===== config.mk =====
export PLATFORM = sky130hd
export DESIGN_NAME = interrupt_controller
export DESIGN_NICKNAME = d
export VERILOG_FILES = /design/src/rtl/interrupt_controller_pkg.sv /design/src/rtl/irq_priority_enc.sv /design/src/rtl/interrupt_controller.sv
export SDC_FILE = /design/constraint.sdc
export NUM_CORES = 1
export LEC_CHECK = 0
export BUFFER_PORTS_ARGS = -buffer_cell sky130_fd_sc_hd__buf_2
export CORE_MARGIN = 4
export CORE_UTILIZATION = 23
export CTS_BUF_LIST = sky130_fd_sc_hd__clkbuf_4 sky130_fd_sc_hd__clkbuf_8 sky130_fd_sc_hd__clkbuf_16
export CTS_CLUSTER_DIAMETER = 150
export DETAILED_ROUTE_END_ITERATION = 8
export GPL_ROUTABILITY_DRIVEN = 0
export PLACE_DENSITY = 0.4
export SETUP_SLACK_MARGIN = 0.5
export SLEW_MARGIN = 40
export SYNTH_ARGS = -nofsm -noshare
export SYNTH_HDL_FRONTEND = slang
export SYNTH_HIERARCHICAL = 1
export SYNTH_SLANG_ARGS = --single-unit

===== constraint.sdc =====
create_clock -name clk -period 1.9 [get_ports clk]
set_input_delay 0.38 -clock clk [delete_from_list [all_inputs] [get_ports clk]]
set_output_delay 0.38 -clock clk [all_outputs]
set_load 0.01 [all_outputs]

===== src/rtl/interrupt_controller_pkg.sv =====
// ============================================================================
// interrupt_controller_pkg : shared constants and state type for the IRQ block
// Revision: 1.0
// ============================================================================
`default_nettype none

package interrupt_controller_pkg;

  localparam int NUM_IRQ_DEFAULT = 8;

  typedef enum logic [1:0] {
    IDLE    = 2'd0,
    PRESENT = 2'd1,
    HOLDOFF = 2'd2
  } irq_state_e;

endpackage

`default_nettype wire


===== src/rtl/irq_priority_enc.sv =====
// ============================================================================
// irq_priority_enc : combinational fixed-priority encoder, lowest index wins
// Revision: 1.0
// ============================================================================
`default_nettype none

module irq_priority_enc #(
  parameter int WIDTH = 8
) (
  input  logic [WIDTH-1:0] req,
  output logic [2:0]       idx,
  output logic             valid
);

  always_comb begin
    idx   = 3'd0;
    valid = |req;
    // Scan downward so the lowest set index is the last assignment.
    for (int i = WIDTH - 1; i >= 0; i--) begin
      if (req[i]) begin
        idx = 3'(i);
      end
    end
  end

endmodule

`default_nettype wire


===== src/rtl/interrupt_controller.sv =====
// ============================================================================
// interrupt_controller : rising-edge capture, maskable fixed-priority IRQ
// presentation with ack handshake and a one-cycle holdoff. Revision: 1.0
// ============================================================================
`default_nettype none

module interrupt_controller
  import interrupt_controller_pkg::*;
#(
  parameter int NUM_IRQ = NUM_IRQ_DEFAULT
) (
  input  logic               clk,
  input  logic               reset,
  input  logic [NUM_IRQ-1:0] int_in,
  input  logic [NUM_IRQ-1:0] mask_value,
  input  logic               mask_write,
  input  logic               ack,
  output logic               irq,
  output logic [2:0]         irq_id,
  output logic [NUM_IRQ-1:0] pending
);

  irq_state_e         state_q, state_d;
  logic               irq_q, irq_d;
  logic [2:0]         irq_id_q, irq_id_d;
  logic [NUM_IRQ-1:0] pending_q, pending_d;
  logic [NUM_IRQ-1:0] sample_q, sample_d;
  logic [NUM_IRQ-1:0] mask_q, mask_d;

  logic [NUM_IRQ-1:0] rise;
  logic [NUM_IRQ-1:0] clr;
  logic [NUM_IRQ-1:0] id_onehot;
  logic [2:0]         enc_idx;
  logic               enc_valid;

  irq_priority_enc #(
    .WIDTH (NUM_IRQ)
  ) u_enc (
    .req   (pending_q & mask_q),
    .idx   (enc_idx),
    .valid (enc_valid)
  );

  always_comb begin
    rise      = int_in & ~sample_q;
    sample_d  = int_in;
    mask_d    = mask_write ? mask_value : mask_q;
    id_onehot = '0;
    for (int i = 0; i < NUM_IRQ; i++) begin
      id_onehot[i] = (irq_id_q == 3'(i));
    end

    state_d  = state_q;
    irq_d    = irq_q;
    irq_id_d = irq_id_q;
    clr      = '0;

    case (state_q)
      IDLE: begin
        if (enc_valid) begin
          state_d  = PRESENT;
          irq_d    = 1'b1;
          irq_id_d = enc_idx;
        end
      end
      PRESENT: begin
        if (ack) begin
          clr     = id_onehot;
          irq_d   = 1'b0;
          state_d = HOLDOFF;
        end
      end
      HOLDOFF: begin
        state_d = IDLE;
      end
      default: begin
        state_d = IDLE;
        irq_d   = 1'b0;
      end
    endcase

    // A fresh edge on the acked source outranks the clear.
    pending_d = (pending_q & ~clr) | rise;
  end

  always_ff @(posedge clk or negedge reset) begin
    if (!reset) begin
      state_q   <= IDLE;
      irq_q     <= 1'b0;
      irq_id_q  <= 3'd0;
      pending_q <= '0;
      sample_q  <= '0;
      mask_q    <= '1;
    end else begin
      state_q   <= state_d;
      irq_q     <= irq_d;
      irq_id_q  <= irq_id_d;
      pending_q <= pending_d;
      sample_q  <= sample_d;
      mask_q    <= mask_d;
    end
  end

  assign irq     = irq_q;
  assign irq_id  = irq_id_q;
  assign pending = pending_q;

endmodule

`default_nettype wire


* Word level (Yosys, flattened, before mapping)
Cells that the tools add are included.
Word-level totals: logic and storage cells 46, bits in registers 30, bits of input ports 20, output and inout port bits 12
Operators by class: reductions and logical operators 6, multiplexer cells 16, bitwise operators 7, eq/ne operators 11
Operators with widths (count):
- bitwise AND 8 bit | 3
- 2-to-1 mux 3 bit | 8
- 2-to-1 mux 8 bit | 2
- inverter 8 bit | 2
- equality test 3 bit, second input constant | 4
- OR 8 bit | 1
- OR reduction 8 bit | 1
- equality test 3 x 2 -> 1 bit, second input constant | 2
- 2-to-1 mux 2 bit | 2
- inequality test 2 bit, second input constant | 2
- case mux 2 bit (2 select lines) | 1
- AND reduction 2 bit | 2
- equality test 3 x 1 -> 1 bit, second input constant | 1
- zero test 3 bit | 1
- case mux 1 bit (3 select lines) | 1
- AND reduction 3 bit | 1
- equality test 2 x 1 -> 1 bit, second input constant | 1
- equality test 2 bit, second input constant | 1
- zero test 2 bit | 1
- 2-to-1 mux 1 bit | 2
- inverter 1 bit | 1

* Longest topological paths before layout
depth after elaboration 9, gate-level depth with buffers 5

* Hierarchy
The synthesis kept the hierarchy.
Modules (own cells, without submodules):
- interrupt_controller | times used 1, cells each 88, area each 1152.4 sq um
- irq_priority_enc | times used 1, cells each 13, area each 81.3 sq um

* Least setup slack after synthesis
OpenSTA, ideal clock, no wires.
path kind register -> register, start reg pending_q[4], in the netlist pending[4], end reg irq_id_q[0], in the netlist irq_id[0], buffers on the path 0, library setup time 0.125 ns, period minus slack after synthesis 1.545 ns, required time 1.775 ns, setup slack 0.355 ns, arrival time 1.420 ns, stages on the path, launching flop included 6, path through dfrtp_1 > and2_1 > nor4_2 > nand3_1 > nor3b_2 > mux2_2
Between the ends: elaborated cells between the ends (all ways) 8, classes of those cells mux (5); bitwise (1); reduce/logical (2)
RTL lines:
- start: declaration | line interrupt_controller.sv:26 | logic [NUM_IRQ-1:0] pending_q, pending_d;
- start signal: assignment | line interrupt_controller.sv:98 | pending_q <= pending_d;
- bitwise AND 8 bit | line interrupt_controller.sv:39 | .req (pending_q & mask_q),
- OR reduction 8 bit | line irq_priority_enc.sv:17 | valid = |req;
- named net enc_valid | line interrupt_controller.sv:34 | logic enc_valid;
- AND reduction 2 bit (no line)
- end signal: assignment | line interrupt_controller.sv:97 | irq_id_q <= irq_id_d;
- end: declaration | line interrupt_controller.sv:25 | logic [2:0] irq_id_q, irq_id_d;
The timed path passes the listed nets, and every way through them passes these cells. A chain may end at the register's enable or synchronous reset.

* Final worst setup path
start reg pending_q[6], in the netlist pending[6], end reg irq_id_q[0], in the netlist irq_id[0]
The elaborated chain is that of the path after synthesis.

==> impl_metrics.env <==
export IMPL_critPathMaxFanout=3
export IMPL_start_util=0.240
export IMPL_cp_num_buf_inv=0
export IMPL_tns_ps=0
export IMPL_finalCritPeriodShare=0.821
export IMPL_root_buffer="clkbuf_8"
export IMPL_die_area_um2=6600
export IMPL_worst_slew_pin_slew_ps=671
export IMPL_cp_slowest_stage_delay_ps=390
export IMPL_pwr_density_cell_nw_per_um2=1240
export IMPL_cts_sinks=30
export IMPL_viasPerCell=4.11
export IMPL_slew_headroom=0.553
export IMPL_holdWs_ps=132
export IMPL_seqCellArea_um2=761
export IMPL_grt_total_usage=0.102
export IMPL_ir_worst_vdd_mv=0.500
export IMPL_fillers=561
export IMPL_final_hold_violation_count=0
export IMPL_cts_tree="done"
export IMPL_cp_top_family="simple AND/OR/NAND/NOR gates"
export IMPL_route_detailed_drc=0
export IMPL_layout_setup_ws_ps=341
export IMPL_vias=901
export IMPL_syn_num_nets=121
export IMPL_startpoint="pending[6]$_DFF_PN0_"
export IMPL_worstSetupEndpointType="flop"
export IMPL_drive_above_1_share=0.564
export IMPL_hold_path_class="input port to asynchronous set/reset pin"
export IMPL_leakage_nw=0.782
export IMPL_clk_pin_slew_ps=70
export IMPL_synth_top_area_frac=0.446
export IMPL_overflow=0
export IMPL_nNetsFinal=168
export IMPL_multi_input_area_um2=492
export IMPL_status="finished clean"
export IMPL_worstRegToRegCells=5
export IMPL_cp_depth=5
export IMPL_htree_levels=2
export IMPL_grt_start_max_net_pins=31
export IMPL_wl_per_cell_um=13.2
export IMPL_die_w_um=81.2
export IMPL_finish_instance_area_um2=1760
export IMPL_die_h_um=81.2
export IMPL_finalNonFillerCells=219
export IMPL_drt_iter0_drc=37
export IMPL_clk_latency_ps=280
export IMPL_drt_total_wl_um=2900
export IMPL_clock_skew_ps=6.21
export IMPL_setup_viol=0
export IMPL_synthTopCellsByArea="dfrtp_1, dfstp_2, mux2_2, o21ai_0, and2_1"
export IMPL_r2r_start="pending[6]$_DFF_PN0_"
export IMPL_antenna_found_initial=0
export IMPL_grt_pass1_vias=989
export IMPL_syn2layout_area_growth_pct=42.5
export IMPL_yosys_warnings=6
export IMPL_max_freq_ghz=0.641
export IMPL_ys_seq_area_frac=0.617
export IMPL_antennaDiodeCount=0
export IMPL_finalCoreUtilization=0.342
export IMPL_clk_path_buf_depth=2
export IMPL_finalCriticalPeriod_ps=1560
export IMPL_setup_worst_path_end="irq_id[0]$_DFFE_PN0P_"
export IMPL_power_mw=2.19
export IMPL_crit_type="flop to flop"
export IMPL_cts_hold_buffers=0
export IMPL_cp_slowest_cell="dfrtp_1"
export IMPL_rsz0062_at_grt="true"
export IMPL_rrSetupSlack_ps=340
export IMPL_yosysUniqueCellTypes=25
export IMPL_netlist_instances=101
export IMPL_dp_cells=201
export IMPL_syn_area_per_cell_um2=12.2
export IMPL_regToRegEndpoint="irq_id[0]$_DFFE_PN0P_"
export IMPL_worstPathRequired_ps=2070
export IMPL_drv_slew=0
export IMPL_ioPinCount=32
export IMPL_arrival_ps=1730
export IMPL_dp_slack_ps=267
export IMPL_start_kind="flop"
export IMPL_numCtsBuffers=5
export IMPL_syn_cell_area_um2=1230
export IMPL_crit_chain="and2_4 > nor4_4 > nand3_2 > nor3b_4 > mux2_4"
export IMPL_core_um2=5140
export IMPL_fp_row_count=26
export IMPL_placed_cell_area_um2=1480
export IMPL_synth_area_leader_cell="dfrtp_1"
export IMPL_grt_pass1_wl_um=4870
export IMPL_ant_nets=0
export IMPL_yosys_register_bits=30
export IMPL_dr_pass1_iters=4
export IMPL_drv_cap=0
export IMPL_io_buffer_count=31
[how the worst min path moves through the flow]
stage / from / endpoint / slack, ps
after floorplan: reset / irq$_DFFE_PN0P_ / 80
after global placement: sample_q[2]$_DFF_PN0_ / pending[2]$_DFF_PN0_ / 400
after detailed placement: sample_q[5]$_DFF_PN0_ / pending[5]$_DFF_PN0_ / 410
after CTS: reset / pending[0]$_DFF_PN0_ / 150
after global routing: reset / pending[0]$_DFF_PN0_ / 180
final: reset / sample_q[5]$_DFF_PN0_ / 130
[area by class of cell]
| type | count | area share |
|---|---|---|
| Multi-Input combinational cell | 59 | 0.280 |
| Inverter | 11 | 0.0235 |
| Sequential cell | 30 | 0.433 |
| Clock buffer | 6 | 0.0470 |
| Clock inverter | 2 | 0.0342 |
| Tap cell | 70 | 0.0498 |
| Timing Repair Buffer | 41 | 0.133 |
[worst register-to-register path: cells and delay by family (launching register included)]
family	cells	cell delay, ps
multiplexers	1	310
flip-flops	1	390
AND/OR/NAND/NOR	4	750
[per-layer routing]
metal | share of wire | vias up | wire, µm | global-route usage
li1 | - | 442 | - | -
met1 | 0.45 | 434 | 1320 | 0.123
met2 | 0.47 | 20 | 1370 | 0.162
met3 | 0.051 | 5 | 149 | 0.0322
met4 | 0.020 | 0 | 57 | 0.0557
met5 | 0 | - | 0 | 0
[synthesized netlist by cell type]
cell	n
dfrtp_1	22
o21ai_1	3
nand4b_1	1
inv_1	11
mux2i_1	1
a21oi_1	2
buf_2	1
nand4bb_2	1
nor3b_2	1
nor2_1	4
o21bai_1	1
mux2_2	11
and2_1	8
nand2_1	1
nor2b_1	1
o41ai_1	1
dfstp_2	8
o31ai_1	2
nand3_1	2
and3_2	1
nor4_2	1
nand2b_1	2
o21ai_0	13
a21boi_0	1
and3b_1	1
[timing repair]
action | in CTS | in global routing
cloned | 0 | 0
gates resized for setup | 15 | 3
setup endpoints to repair | 3 | 7
pin swaps | 3 | 4
setup buffers | 7 | 3
[state kept, by name (all words and copies together), names as in the netlist]
register  count
irq           1
pending       8
state_q       2
mask_q        8
irq_id        3
sample_q      8
[cells in the final DEF, fill, tap and decap left out, drive strengths merged, types with 4 or more instances in the layout]
cell,n
inv,11
and2,8
nor2,4
dfstp,8
clkbuf,6
mux2,11
dfrtp,22
buf,41
o21ai,16
[kinds of logic after synthesis]
| logic type | Yosys count | share of synthesized area |
|---|---|---|
| AO/OA/AOI/OAI | 23 | 0.104 |
| buffers and inverters | 12 | 0.0375 |
| flip-flops | 30 | 0.617 |
| multiplexers | 12 | 0.109 |
| AND/OR/NAND/NOR | 24 | 0.133 |
[where the power goes]
group          leakage [nW]  internal (mW)  switching (mW)
Combinational         0.385          0.281           0.227
Clock                0.0714          0.559           0.246
Sequential            0.326          0.755           0.120
Power figures use the tool's default switching activity.
